$ cat src/rtl/egg_timer_pkg.sv
// egg_timer_pkg: shared types and constants for the egg timer countdown block.
package egg_timer_pkg;

  localparam int unsigned DIGIT_W = 4;

  localparam logic [DIGIT_W-1:0] DIGIT_DASH   = 4'hF;
  localparam logic [DIGIT_W-1:0] SEC_TENS_MAX = 4'd5;

  typedef enum logic [1:0] {
    IDLE  = 2'd0,
    RUN   = 2'd1,
    PAUSE = 2'd2,
    DONE  = 2'd3
  } state_e;

  typedef logic [DIGIT_W-1:0] digit_t;

  // MM:SS as four BCD digits, most significant first
  typedef struct packed {
    digit_t min_tens;
    digit_t min_ones;
    digit_t sec_tens;
    digit_t sec_ones;
  } mmss_t;

endpackage

$ cat src/rtl/egg_tick_gen.sv
// egg_tick_gen: free-running prescaler that pulses tick for one cycle every
// CLK_HZ enabled cycles. sync_clr restarts the count from zero.
module egg_tick_gen #(
  parameter int unsigned CLK_HZ = 50000000
) (
  input  logic clk,
  input  logic rst_n,
  input  logic en,
  input  logic sync_clr,
  output logic tick
);

  localparam int unsigned      CNT_W = (CLK_HZ > 1) ? $clog2(CLK_HZ) : 1;
  localparam logic [CNT_W-1:0] TERM  = CNT_W'(CLK_HZ - 1);

  logic [CNT_W-1:0] cnt_q;
  logic [CNT_W-1:0] cnt_d;

  // Count while enabled, wrapping at the terminal count; clear has priority
  always_comb begin
    cnt_d = cnt_q;
    if (sync_clr) begin
      cnt_d = '0;
    end else if (en) begin
      cnt_d = (cnt_q == TERM) ? '0 : cnt_q + 1'b1;
    end
  end

  // Prescaler count register
  always_ff @(posedge clk or negedge rst_n) begin
    if (!rst_n) begin
      cnt_q <= '0;
    end else begin
      cnt_q <= cnt_d;
    end
  end

  assign tick = en && !sync_clr && (cnt_q == TERM);

endmodule

$ cat src/rtl/egg_timer_ctrl.sv
// egg_timer_ctrl: MM:SS countdown sequencer driving four 7-segment decoders.
// Optional build macro EGG_TIMER_BLINK_EN: blink the display 0000/----
// while the alarm is active.
module egg_timer_ctrl
  import egg_timer_pkg::*;
#(
  parameter int unsigned CLK_HZ       = 50000000,
  parameter int unsigned BLINK_HZ_DIV = 4
) (
  input  logic               clk,
  input  logic               rst_n,
  input  logic               start_stop,
  input  logic               clear,
  input  logic               inc_min,
  input  logic               inc_sec,
  output logic [DIGIT_W-1:0] min_tens,
  output logic [DIGIT_W-1:0] min_ones,
  output logic [DIGIT_W-1:0] sec_tens,
  output logic [DIGIT_W-1:0] sec_ones,
  output logic               running,
  output logic               alarm
);

  if (CLK_HZ < 1 || BLINK_HZ_DIV < 1 || CLK_HZ < BLINK_HZ_DIV) begin : g_bad_cfg
    $error("egg_timer_ctrl: CLK_HZ and BLINK_HZ_DIV must be >= 1 with CLK_HZ >= BLINK_HZ_DIV");
  end

  localparam mmss_t ONE_SEC = '{min_tens: 4'd0, min_ones: 4'd0, sec_tens: 4'd0, sec_ones: 4'd1};

  state_e state_q, state_d;
  mmss_t  time_q, time_d;
  logic   running_q, running_d;
  logic   alarm_q, alarm_d;
  logic   pre_clr;
  logic   sec_tick;
  logic   editable;
  logic   run_en;

  function automatic mmss_t add_sec(input mmss_t t);
    mmss_t r;
    r = t;
    if (t.sec_ones == 4'd9) begin
      r.sec_ones = '0;
      r.sec_tens = (t.sec_tens == SEC_TENS_MAX) ? '0 : t.sec_tens + 4'd1;
    end else begin
      r.sec_ones = t.sec_ones + 4'd1;
    end
    return r;
  endfunction

  function automatic mmss_t add_min(input mmss_t t);
    mmss_t r;
    r = t;
    if (t.min_ones == 4'd9) begin
      r.min_ones = '0;
      r.min_tens = (t.min_tens == 4'd9) ? '0 : t.min_tens + 4'd1;
    end else begin
      r.min_ones = t.min_ones + 4'd1;
    end
    return r;
  endfunction

  // Caller guarantees t != 00:00, so the final min_tens borrow cannot underflow
  function automatic mmss_t dec_time(input mmss_t t);
    mmss_t r;
    r = t;
    if (t.sec_ones != 4'd0) begin
      r.sec_ones = t.sec_ones - 4'd1;
    end else begin
      r.sec_ones = 4'd9;
      if (t.sec_tens != 4'd0) begin
        r.sec_tens = t.sec_tens - 4'd1;
      end else begin
        r.sec_tens = SEC_TENS_MAX;
        if (t.min_ones != 4'd0) begin
          r.min_ones = t.min_ones - 4'd1;
        end else begin
          r.min_ones = 4'd9;
          r.min_tens = t.min_tens - 4'd1;
        end
      end
    end
    return r;
  endfunction

  assign run_en = (state_q == RUN);

  egg_tick_gen #(
    .CLK_HZ(CLK_HZ)
  ) u_sec_tick (
    .clk     (clk),
    .rst_n   (rst_n),
    .en      (run_en),
    .sync_clr(pre_clr),
    .tick    (sec_tick)
  );

  // Next state and time: clear > start_stop > inc_min > inc_sec > countdown tick
  always_comb begin
    state_d  = state_q;
    time_d   = time_q;
    pre_clr  = 1'b0;
    editable = (state_q == IDLE) || (state_q == PAUSE);
    if (clear) begin
      state_d = IDLE;
      time_d  = '0;
      pre_clr = 1'b1;
    end else if (start_stop) begin
      unique case (state_q)
        IDLE, PAUSE: begin
          if (time_q != '0) begin
            state_d = RUN;
            pre_clr = 1'b1;
          end
        end
        RUN:  state_d = PAUSE;
        DONE: begin
          state_d = IDLE;
          time_d  = '0;
        end
        default: state_d = IDLE;
      endcase
    end else if (inc_min && editable) begin
      time_d = add_min(time_q);
    end else if (inc_sec && editable) begin
      time_d = add_sec(time_q);
    end else if (sec_tick && run_en && (time_q != '0)) begin
      time_d = dec_time(time_q);
      if (time_q == ONE_SEC) begin
        state_d = DONE;
      end
    end
  end

`ifdef EGG_TIMER_BLINK_EN
  localparam int unsigned BLINK_CYC = CLK_HZ / BLINK_HZ_DIV;

  logic  blink_en, blink_clr, blink_tick;
  logic  phase_q, phase_d;
  mmss_t disp_q, disp_d;

  assign blink_en  = (state_q == DONE);
  assign blink_clr = (state_q != DONE);

  egg_tick_gen #(
    .CLK_HZ(BLINK_CYC)
  ) u_blink_tick (
    .clk     (clk),
    .rst_n   (rst_n),
    .en      (blink_en),
    .sync_clr(blink_clr),
    .tick    (blink_tick)
  );

  // Blink phase: forced to 0 outside DONE so every DONE entry starts on 0000
  always_comb begin
    phase_d = phase_q;
    if (state_d != DONE) begin
      phase_d = 1'b0;
    end else if (blink_tick) begin
      phase_d = ~phase_q;
    end
  end

  // Blink phase and registered display digits
  always_ff @(posedge clk or negedge rst_n) begin
    if (!rst_n) begin
      phase_q <= 1'b0;
      disp_q  <= '0;
    end else begin
      phase_q <= phase_d;
      disp_q  <= disp_d;
    end
  end

  assign min_tens = disp_q.min_tens;
  assign min_ones = disp_q.min_ones;
  assign sec_tens = disp_q.sec_tens;
  assign sec_ones = disp_q.sec_ones;
`else
  assign min_tens = time_q.min_tens;
  assign min_ones = time_q.min_ones;
  assign sec_tens = time_q.sec_tens;
  assign sec_ones = time_q.sec_ones;
`endif

  // Output decode from the next state so status flags register alongside the digits
  always_comb begin
    running_d = (state_d == RUN);
    alarm_d   = (state_d == DONE);
`ifdef EGG_TIMER_BLINK_EN
    disp_d = time_d;
    if (state_d == DONE && phase_d) begin
      disp_d = '{min_tens: DIGIT_DASH, min_ones: DIGIT_DASH,
                 sec_tens: DIGIT_DASH, sec_ones: DIGIT_DASH};
    end
`endif
  end

  // State, time and status registers
  always_ff @(posedge clk or negedge rst_n) begin
    if (!rst_n) begin
      state_q   <= IDLE;
      time_q    <= '0;
      running_q <= 1'b0;
      alarm_q   <= 1'b0;
    end else begin
      state_q   <= state_d;
      time_q    <= time_d;
      running_q <= running_d;
      alarm_q   <= alarm_d;
    end
  end

  assign running = running_q;
  assign alarm   = alarm_q;

endmodule

$ cat config.mk
export PLATFORM = sky130hd
export DESIGN_NAME = egg_timer_ctrl
export DESIGN_NICKNAME = d
export VERILOG_FILES = /design/src/rtl/egg_timer_pkg.sv /design/src/rtl/egg_tick_gen.sv /design/src/rtl/egg_timer_ctrl.sv
export SDC_FILE = /design/constraint.sdc
export NUM_CORES = 1
export LEC_CHECK = 0
export ABC_AREA = 1
export ABC_CLOCK_PERIOD_IN_PS = 4310
export CAP_MARGIN = 20
export CORE_ASPECT_RATIO = 0.6
export CORE_MARGIN = 5
export CORE_UTILIZATION = 60
export CTS_BUF_LIST = sky130_fd_sc_hd__clkbuf_8
export CTS_CLUSTER_SIZE = 25
export DETAILED_ROUTE_END_ITERATION = 8
export PLACE_DENSITY_LB_ADDON = 0.2
export SYNTH_ARGS = -nofsm -noshare
export SYNTH_HDL_FRONTEND = slang
export SYNTH_SLANG_ARGS = --single-unit
$ cat constraint.sdc
create_clock -name clk -period 4.31 [get_ports clk]
set_input_delay 0.862 -clock clk [delete_from_list [all_inputs] [get_ports clk]]
set_output_delay 0.862 -clock clk [all_outputs]
set_load 0.01 [all_outputs]
==> out/metrics.json, run 1 <==
{
  "tritoncts": {"value": "done"},
  "ys.flop_type": {"value": "sky130_fd_sc_hd__dfrtp_1"},
  "total_wire_length": {"value": 9070, "unit": "µm"},
  "drive_above_1_share": {"value": 8.35, "unit": "%"},
  "worst_path_most_repeated_cell": {"value": "sky130_fd_sc_hd__nand2_1"},
  "worstSetupEndpointType": {"value": "flip-flop"},
  "critical_path.reg2reg.startpoint": {"value": "min_ones[1]"},
  "drtPass1Iterations": {"value": 5},
  "synth_compound_gate_area_share": {"value": 13.3, "unit": "%"},
  "final-hold-violation-count": {"value": 0},
  "synth_edf_count": {"value": 0},
  "post_cts.repair.setup_buffers": {"value": 0},
  "die-area": {"value": 0.00732, "unit": "mm²"},
  "final-setup-viol-count": {"value": 0},
  "cts-buffers-inserted": {"value": 5},
  "design.core.area": {"value": 0.00554, "unit": "mm²"},
  "synth_simple_gate_area_share": {"value": 36.9, "unit": "%"},
  "clock_path_buffers": {"value": 2},
  "syn_warnings": {"value": 0},
  "initialDrtViolationCount": {"value": 425},
  "r2r_cells": {"value": 10},
  "synthCells": {"value": 488},
  "worst_ep_required_time": {"value": 4510, "unit": "ps"},
  "placement.setup.worst_slack": {"value": 1380, "unit": "ps"},
  "critical_path_peak_fanout": {"value": 6},
  "critPathTopFamily": {"value": "simple AND/OR/NAND/NOR gates"},
  "track_usage": {"value": 26.3, "unit": "%"},
  "synth-xor-area-share": {"value": 4.64, "unit": "%"},
  "yosysUniqueCellTypes": {"value": 38},
  "combined_buffer_and_inverter_count_along_the_critical_path": {"value": 3},
  "ys_async_sr_fraction": {"value": 100, "unit": "%"},
  "initial_antenna_violation_count": {"value": 0},
  "worst_setup_path_startpoint": {"value": "inc_min"},
  "power.share.sequential": {"value": 44.9, "unit": "%"},
  "route.vias.total": {"value": 3373},
  "total_overflow_reported_by_the_global_router": {"value": 0},
  "ys_ff_latch": {"value": 46},
  "critical_path_launch_point_type": {"value": "input pin"},
  "pwr-share-comb": {"value": 29.8, "unit": "%"},
  "cellInternalPower": {"value": 693, "unit": "µW"},
  "number_of_top_level_design_ports": {"value": 24},
  "p_clk_share": {"value": 25.3, "unit": "%"},
  "detailed_place.area": {"value": 0.00368, "unit": "mm²"},
  "syn-num-nets": {"value": 502},
  "slowest_delay": {"value": 490, "unit": "ps"},
  "std_cell_rows": {"value": 21},
  "syn_to_final_growth": {"value": 11.5, "unit": "%"},
  "critical_path_arrival": {"value": 2870, "unit": "ps"},
  "clk_latency": {"value": 300, "unit": "ps"},
  "numClockSinks": {"value": 46},
  "finish.net_count": {"value": 528},
  "post-dp-hpwl": {"value": 6960, "unit": "µm"},
  "relSlewSlack": {"value": 65.1, "unit": "%"},
  "drc_errors": {"value": 0},
  "hold_path.class": {"value": "input pin to async pin"},
  "synth.cell_area": {"value": 0.00340, "unit": "mm²"},
  "initial_core_util": {"value": 61.3, "unit": "%"},
  "drtAntennaViolNets": {"value": 0},
  "slew_viol_final": {"value": 0},
  "worst_clock_skew": {"value": 8.70, "unit": "ps"},
  "gp_routability_congestion": {"value": 0.997},
  "layout_common_cells": {"value": "sky130_fd_sc_hd__nand2_1 (121), sky130_fd_sc_hd__nor2_1 (70), sky130_fd_sc_hd__inv_1 (60), sky130_fd_sc_hd__dfrtp_1 (46), sky130_fd_sc_hd__nand3_1 (35)"},
  "setup_total_negative_slack": {"value": 0, "unit": "ps"},
  "rsz_0062_raised_after_global_routing": {"value": "false"},
  "pwr_density_cell": {"value": 290, "unit": "mW/mm²"},
  "worst-path-stages": {"value": 10},
  "synthesis.area_per_instance": {"value": 6.97, "unit": "µm²"},
  "total_leakage_power": {"value": 1.67, "unit": "nW"},
  "num_antenna_cells": {"value": 0},
  "clkTransAtPathRegs": {"value": 90, "unit": "ps"},
  "grt_pass1_vias": {"value": 2994},
  "ir_drop": {"value": 219, "unit": "µV"},
  "synth-adder-area-share": {"value": 2.94, "unit": "%"},
  "crit_path_cell_trace": {"value": "clkdlybuf4s50_1, inv_1, nor2_1, inv_1, nand2_1, a21oi_1, nor2_1, nand3_4, nand2_1, nand2_1"},
  "synth.mux.area_fraction": {"value": 0, "unit": "%"},
  "power.share.switching": {"value": 37.0, "unit": "%"},
  "pin_count_of_the_biggest_net_entering_global_routing": {"value": 47},
  "transition_at_the_pin_with_the_smallest_max_transition_slack": {"value": 524, "unit": "ps"},
  "critical_path.slowest_cell": {"value": "sky130_fd_sc_hd__clkdlybuf4s50_1"},
  "htree_num_levels": {"value": 2},
  "die_h": {"value": 68.3, "unit": "µm"},
  "clock_tree.root_cell": {"value": "sky130_fd_sc_hd__clkbuf_8"},
  "timing.final.crit_share": {"value": 61.9, "unit": "%"},
  "outcome": {"value": "complete, no violations"},
  "path_class": {"value": "input pin to flip-flop"},
  "main_combinational_cell_family_by_area_after_synthesis": {"value": "simple AND/OR/NAND/NOR gates"},
  "crit-reg2reg-capture": {"value": "u_sec_tick.cnt_q[3]"},
  "port_buffers": {"value": 23},
  "die_w": {"value": 107, "unit": "µm"},
  "finalPower": {"value": 1.10, "unit": "mW"},
  "global_route_wire_length_before_repair": {"value": 15000, "unit": "µm"},
  "max_freq": {"value": 375, "unit": "MHz"},
  "max_cap_viol_count": {"value": 0},
  "avgRoutedWirePerCell": {"value": 15.2, "unit": "µm"},
  "timing.final.ws_setup": {"value": 1640, "unit": "ps"},
  "stdcell_area": {"value": 0.00379, "unit": "mm²"},
  "postCtsResizedCells": {"value": 0},
  "hold_buffers": {"value": 0},
  "layout.cells.most_common": {"value": "sky130_fd_sc_hd__nand2_1"},
  "synth-seq-area-share": {"value": 33.9, "unit": "%"},
  "power.net_switching": {"value": 407, "unit": "µW"},
  "period_minus_slack": {"value": 2670, "unit": "ps"},
  "routed_via_density": {"value": 5.67},
  "timing.reg2reg.setup_slack": {"value": 1750, "unit": "ps"}
}
## area by class of cell
cell class                      instances  area, µm²
Clock buffer                            6       82.6
Clock inverter                          2       8.76
Fill cell                             463       1750
Inverter                               60        225
Multi-Input combinational cell        375       1960
Sequential cell                        46       1150
Tap cell                               80        100
Timing Repair Buffer                   26        260
## Yosys cell counts (3+ instances only)
master                     instances  area, µm²
sky130_fd_sc_hd__nand2_4           3       33.8
sky130_fd_sc_hd__nor2_2            5       31.3
sky130_fd_sc_hd__nand3_1          35        175
sky130_fd_sc_hd__a21oi_1          17       85.1
sky130_fd_sc_hd__buf_6             4       45.0
sky130_fd_sc_hd__xor2_1           14        123
sky130_fd_sc_hd__o21ai_0          24        120
sky130_fd_sc_hd__nor2_1           70        263
sky130_fd_sc_hd__buf_2             3       15.0
sky130_fd_sc_hd__o21bai_1          3       22.5
sky130_fd_sc_hd__o21ai_2           8       70.1
sky130_fd_sc_hd__nor3_1           13       65.1
sky130_fd_sc_hd__nand2_1         121        454
sky130_fd_sc_hd__nor3b_1           3       22.5
sky130_fd_sc_hd__o21ai_1           5       25.0
sky130_fd_sc_hd__xnor2_1           4       35.0
sky130_fd_sc_hd__nand4_1          15       93.8
sky130_fd_sc_hd__ha_1              8        100
sky130_fd_sc_hd__inv_1            59        221
sky130_fd_sc_hd__nand2_2           6       37.5
sky130_fd_sc_hd__dfrtp_1          46       1150
## power groups by stage
stage	Sequential, mW	Clock [mW]	Combinational [mW]
2_1_floorplan	0.498	0	0.223
3_3_place_gp	0.500	0	0.313
3_5_place_dp	0.501	0	0.319
4_1_cts	0.493	0.287	0.321
5_1_grt	0.499	0.302	0.362
6_report	0.494	0.278	0.328
## sequential cells by signal, indices dropped and copies added (netlist names)
register	count
alarm	1
sec_ones	4
state_q	2
u_sec_tick.cnt_q	26
min_tens	4
min_ones	4
sec_tens	4
running	1
## metrics by stage
step / hold slack, ps / util [%] / cells
floorplan: 501 / - / 488
global placement: 529 / 66.4 / 586
detailed placement: 545 / 66.4 / 586
CTS: 569 / 68.0 / 594
global route: 364 / 68.4 / 595
finish: 368 / 68.4 / 595
## worst register-to-register path, stage by stage, from the launching register on
cell and delay, ps:
sky130_fd_sc_hd__dfrtp_1 460, sky130_fd_sc_hd__inv_1 130, sky130_fd_sc_hd__ha_1 270, sky130_fd_sc_hd__nand2_2 100, sky130_fd_sc_hd__nor2_2 150, sky130_fd_sc_hd__nand2_2 110
sky130_fd_sc_hd__a21oi_4 410, sky130_fd_sc_hd__nand2_4 350, sky130_fd_sc_hd__nand2_2 260, sky130_fd_sc_hd__o21ai_0 120, sky130_fd_sc_hd__a21oi_1 120
## routing by layer
metal	vias to the layer above	global-route usage, %	wire (µm)
met5	-	0	0
met4	0	4.78	57
met3	5	7.73	1260
met2	195	33.8	3320
met1	1536	42.3	4430
li1	1637	-	-
## how the worst max path moves through the flow
stage	to	slack (ps)
3_3_place_gp	min_tens[3]	1430
5_1_grt	u_sec_tick.cnt_q[10]	1470
3_5_place_dp	min_tens[2]	1380
4_1_cts	min_tens[2]	1700
2_1_floorplan	min_tens[2]	2260
6_report	min_tens[2]	1640
## logic make-up (layout without fill, tap and decap cells)
family / count (synthesis) / in the layout
flip-flops: 46 / 46
AND/OR/NAND/NOR: 278 / 278
AO/OA/AOI/OAI: 71 / 71
adder cells (fa/ha/maj): 8 / 8
XOR/XNOR: 18 / 18
buffers and inverters: 67 / 94
Note: power is estimated with default switching activity, not from simulation.
==> run 2: changes to the inputs <==
--- a/config.mk
+++ b/config.mk
@@ -6,11 +6,11 @@
 export NUM_CORES = 1
 export LEC_CHECK = 0
 export ABC_AREA = 1
-export ABC_CLOCK_PERIOD_IN_PS = 4310
+export ABC_CLOCK_PERIOD_IN_PS = 2400
 export CAP_MARGIN = 20
 export CORE_ASPECT_RATIO = 0.6
 export CORE_MARGIN = 5
-export CORE_UTILIZATION = 60
+export CORE_UTILIZATION = 55
 export CTS_BUF_LIST = sky130_fd_sc_hd__clkbuf_8
 export CTS_CLUSTER_SIZE = 25
 export DETAILED_ROUTE_END_ITERATION = 8
==> constraint.sdc (replaced) <==
create_clock -name clk -period 2.4 [get_ports clk]
set_input_delay 0.48 -clock clk [delete_from_list [all_inputs] [get_ports clk]]
set_output_delay 0.48 -clock clk [all_outputs]
set_load 0.01 [all_outputs]
==> run 2 against run 1 <==
Compared with the run above: sequential share of layout area down 0.72 points; critical path type is now flip-flop to flip-flop; global-route usage down 3.1 points; routed wire length down 2.3%; register-to-register slack worse by 1500 ps; cell area up 2.4%; die area up 8.0%; first-iteration DRC count down 16%; clock skew about the same; highest routed layer unchanged; sequential power up 77%.
==> out/metrics.json, run 2 (synthesized netlist as in run 1, its figures left out) <==
{
  "outcome": {"value": "complete, no violations", "change": "unchanged"},
  "die_h": {"value": 70.9, "unit": "µm", "change": "was 68.3 µm"},
  "layout_common_cells": {"value": "sky130_fd_sc_hd__nand2_1 (121), sky130_fd_sc_hd__nor2_1 (70), sky130_fd_sc_hd__inv_1 (60), sky130_fd_sc_hd__dfrtp_1 (46), sky130_fd_sc_hd__nand3_1 (35)", "change": "unchanged"},
  "final-hold-violation-count": {"value": 0, "change": "unchanged"},
  "worstSetupEndpointType": {"value": "flip-flop", "change": "unchanged"},
  "critical_path.slowest_cell": {"value": "sky130_fd_sc_hd__dfrtp_1", "change": "was sky130_fd_sc_hd__clkdlybuf4s50_1"},
  "num-fill-cells": {"value": 531, "change": "was 463"},
  "die_w": {"value": 111, "unit": "µm", "change": "was 107 µm"},
  "worst-path-stages": {"value": 11, "change": "was 10"},
  "track_usage": {"value": 23.2, "unit": "%", "change": "was 26.3%"},
  "gp_routability_congestion": {"value": 0.977, "change": "was 0.997"},
  "pin_count_of_the_biggest_net_entering_global_routing": {"value": 47, "change": "unchanged"},
  "clock_path_buffers": {"value": 2, "change": "unchanged"},
  "total_leakage_power": {"value": 1.73, "unit": "nW", "change": "was 1.67 nW"},
  "worst_clock_skew": {"value": 8.47, "unit": "ps", "change": "was 8.70 ps"},
  "numClockSinks": {"value": 46, "change": "unchanged"},
  "critPathTopFamily": {"value": "simple AND/OR/NAND/NOR gates", "change": "unchanged"},
  "routed_via_density": {"value": 5.52, "change": "was 5.67"},
  "number_of_top_level_design_ports": {"value": 24, "change": "unchanged"},
  "initial_antenna_violation_count": {"value": 0, "change": "unchanged"},
  "worst_ep_required_time": {"value": 2610, "unit": "ps", "change": "was 4510 ps"},
  "grt_pass1_vias": {"value": 3035, "change": "was 2994"},
  "critical_path.reg2reg.startpoint": {"value": "min_ones[1]", "change": "unchanged"},
  "pwr_density_cell": {"value": 518, "unit": "mW/mm²", "change": "was 290 mW/mm²"},
  "drc_errors": {"value": 0, "change": "unchanged"},
  "postCtsResizedCells": {"value": 0, "change": "unchanged"},
  "syn_to_final_growth": {"value": 14.2, "unit": "%", "change": "was 11.5%"},
  "drive_above_1_share": {"value": 10.8, "unit": "%", "change": "was 8.35%"},
  "crit-reg2reg-capture": {"value": "alarm", "change": "was u_sec_tick.cnt_q[3]"},
  "clk_latency": {"value": 310, "unit": "ps", "change": "was 300 ps"},
  "detailed_place.area": {"value": 0.00379, "unit": "mm²", "change": "was 0.00368 mm²"},
  "hold_path.class": {"value": "input pin to async pin", "change": "unchanged"},
  "total_wire_length": {"value": 8860, "unit": "µm", "change": "was 9070 µm"},
  "ir_drop": {"value": 230, "unit": "µV", "change": "was 219 µV"},
  "finalPower": {"value": 2.01, "unit": "mW", "change": "was 1.10 mW"},
  "largest-register": {"value": "u_sec_tick.cnt_q", "change": "unchanged"},
  "r2r_cells": {"value": 11, "change": "was 10"},
  "drtPass1Iterations": {"value": 5, "change": "unchanged"},
  "critical_path_peak_fanout": {"value": 8, "change": "was 6"},
  "period_minus_slack": {"value": 2190, "unit": "ps"},
  "worst_setup_path_startpoint": {"value": "min_ones[1]", "change": "was inc_min"},
  "hold_buffers": {"value": 0, "change": "unchanged"},
  "num_antenna_cells": {"value": 0, "change": "unchanged"},
  "path_class": {"value": "flip-flop to flip-flop", "change": "was input pin to flip-flop"},
  "stdcell_area": {"value": 0.00388, "unit": "mm²", "change": "was 0.00379 mm²"},
  "timing.reg2reg.setup_slack": {"value": 210, "unit": "ps", "change": "was 1750 ps"},
  "rsz_0062_raised_after_global_routing": {"value": "false", "change": "unchanged"},
  "tritoncts": {"value": "done", "change": "unchanged"},
  "largest_register_ffs": {"value": 26, "change": "unchanged"},
  "max_freq": {"value": 456, "unit": "MHz"},
  "initial_core_util": {"value": 56.1, "unit": "%", "change": "was 61.3%"},
  "setup_total_negative_slack": {"value": 0, "unit": "ps", "change": "unchanged"},
  "slowest_delay": {"value": 470, "unit": "ps", "change": "was 490 ps"},
  "finish.net_count": {"value": 541, "change": "was 528"},
  "setup.worst_path.end": {"value": "alarm", "change": "was min_tens[2]"},
  "die-area": {"value": 0.00791, "unit": "mm²", "change": "was 0.00732 mm²"},
  "crit_path_cell_trace": {"value": "inv_1, ha_2, nand2_2, nor2_2, nand2_2, a21oi_4, buf_4, nand3_1, nand2_1, nand2_1, a21oi_1", "change": "was clkdlybuf4s50_1, inv_1, nor2_1, inv_1, nand2_1, a21oi_1, nor2_1, nand3_4, nand2_1, nand2_1"},
  "post_cts.repair.setup_buffers": {"value": 0, "change": "unchanged"},
  "clock_tree.root_cell": {"value": "sky130_fd_sc_hd__clkbuf_8", "change": "unchanged"},
  "combined_buffer_and_inverter_count_along_the_critical_path": {"value": 2, "change": "was 3"},
  "avgRoutedWirePerCell": {"value": 14.5, "unit": "µm", "change": "was 15.2 µm"},
  "final-setup-viol-count": {"value": 0, "change": "unchanged"},
  "global_route_wire_length_before_repair": {"value": 15000, "unit": "µm", "change": "about the same"},
  "design.core.area": {"value": 0.00606, "unit": "mm²", "change": "was 0.00554 mm²"},
  "drtAntennaViolNets": {"value": 0, "change": "unchanged"},
  "std_cell_rows": {"value": 22, "change": "was 21"},
  "max_cap_viol_count": {"value": 0, "change": "unchanged"},
  "port_buffers": {"value": 23, "change": "unchanged"},
  "initialDrtViolationCount": {"value": 358, "change": "was 425"},
  "total_overflow_reported_by_the_global_router": {"value": 0, "change": "unchanged"},
  "clkTransAtPathRegs": {"value": 90, "unit": "ps", "change": "about the same"},
  "route.vias.total": {"value": 3378, "change": "was 3373"},
  "relSlewSlack": {"value": 56.9, "unit": "%", "change": "was 65.1%"},
  "htree_num_levels": {"value": 2, "change": "unchanged"},
  "cts-buffers-inserted": {"value": 5, "change": "unchanged"},
  "layout.cells.most_common": {"value": "sky130_fd_sc_hd__nand2_1", "change": "unchanged"},
  "transition_at_the_pin_with_the_smallest_max_transition_slack": {"value": 645, "unit": "ps", "change": "was 524 ps"},
  "critical_path_launch_point_type": {"value": "flip-flop", "change": "was input pin"},
  "post-dp-hpwl": {"value": 6840, "unit": "µm", "change": "was 6960 µm"},
  "critical_path_arrival": {"value": 2400, "unit": "ps", "change": "was 2870 ps"},
  "slew_viol_final": {"value": 0, "change": "unchanged"},
  "timing.final.crit_share": {"value": 91.3, "unit": "%"}
}
[run 2: cell count changes in the layout (fill, tap and decap cells not counted)]
| cell | delta |
|---|---|
| sky130_fd_sc_hd__buf_12 | -1 |
| sky130_fd_sc_hd__buf_4 | +14 |
| sky130_fd_sc_hd__ha_1 | -1 |
| sky130_fd_sc_hd__ha_2 | +1 |
[run 2: layout make-up]
type | count | area [µm²] | share of cell area (%)
clock inverters | 2 | 8.76 | 0.226
repair buffers | 39 | 345 | 8.89
well taps | 84 | 105 | 2.71
clock buffers | 6 | 82.6 | 2.13
inverters | 60 | 225 | 5.80
flip-flops and latches | 46 | 1150 | 29.6
multi-input cells | 375 | 1970 | 50.6
[run 2: how the worst min path moves through the flow]
stage,from,endpoint,cells after the start
floorplan,rst_n,alarm,0
global placement,u_sec_tick.cnt_q[22],u_sec_tick.cnt_q[22],2
detailed placement,u_sec_tick.cnt_q[22],u_sec_tick.cnt_q[22],2
CTS,rst_n,u_sec_tick.cnt_q[7],2
global route,rst_n,u_sec_tick.cnt_q[12],2
finish,rst_n,u_sec_tick.cnt_q[2],2
[run 2: power by group]
part           leakage, nW  internal [mW]  switching (mW)
logic                 1.04          0.238           0.401
clock network       0.0524          0.229           0.273
registers            0.635          0.814          0.0585
[run 2: layer usage]
metal | wire (µm) | track usage (%) | part of all wire (%)
met2 | 3290 | 30.6 | 37
met3 | 1060 | 6.58 | 12
met4 | 48 | 2.56 | 0.54
met1 | 4470 | 37.8 | 50
met5 | 0 | 0 | 0
[run 2: worst reg2reg max path, stage by stage, from the launching register on]
cell	delay (ps)
sky130_fd_sc_hd__dfrtp_1	470
sky130_fd_sc_hd__inv_1	150
sky130_fd_sc_hd__ha_2	260
sky130_fd_sc_hd__nand2_2	80
sky130_fd_sc_hd__nor2_2	140
sky130_fd_sc_hd__nand2_2	100
sky130_fd_sc_hd__a21oi_4	270
sky130_fd_sc_hd__buf_4	220
sky130_fd_sc_hd__nand3_1	80
sky130_fd_sc_hd__nand2_1	60
sky130_fd_sc_hd__nand2_1	60
sky130_fd_sc_hd__a21oi_1	190
[run 2: through the flow]
| step | hold WS (ps) | util, % | instances | setup slack [ps] |
|---|---|---|---|---|
| floorplan | 184 | - | 488 | 504 |
| global placement | 531 | 62.6 | 604 | 207 |
| detailed placement | 527 | 62.6 | 604 | 205 |
| CTS | 291 | 64.1 | 612 | 175 |
| global route | 306 | 64.1 | 612 | 19.5 |
| finish | 256 | 64.1 | 612 | 209 |
==> run 3: changes to the inputs <==
--- a/config.mk
+++ b/config.mk
@@ -7,7 +7,6 @@
 export LEC_CHECK = 0
 export ABC_AREA = 1
 export ABC_CLOCK_PERIOD_IN_PS = 2400
-export CAP_MARGIN = 20
 export CORE_ASPECT_RATIO = 0.6
 export CORE_MARGIN = 5
 export CORE_UTILIZATION = 55
==> results of run 3 <==
No change in the layout: final DEF, timing and power equal those of run 2.
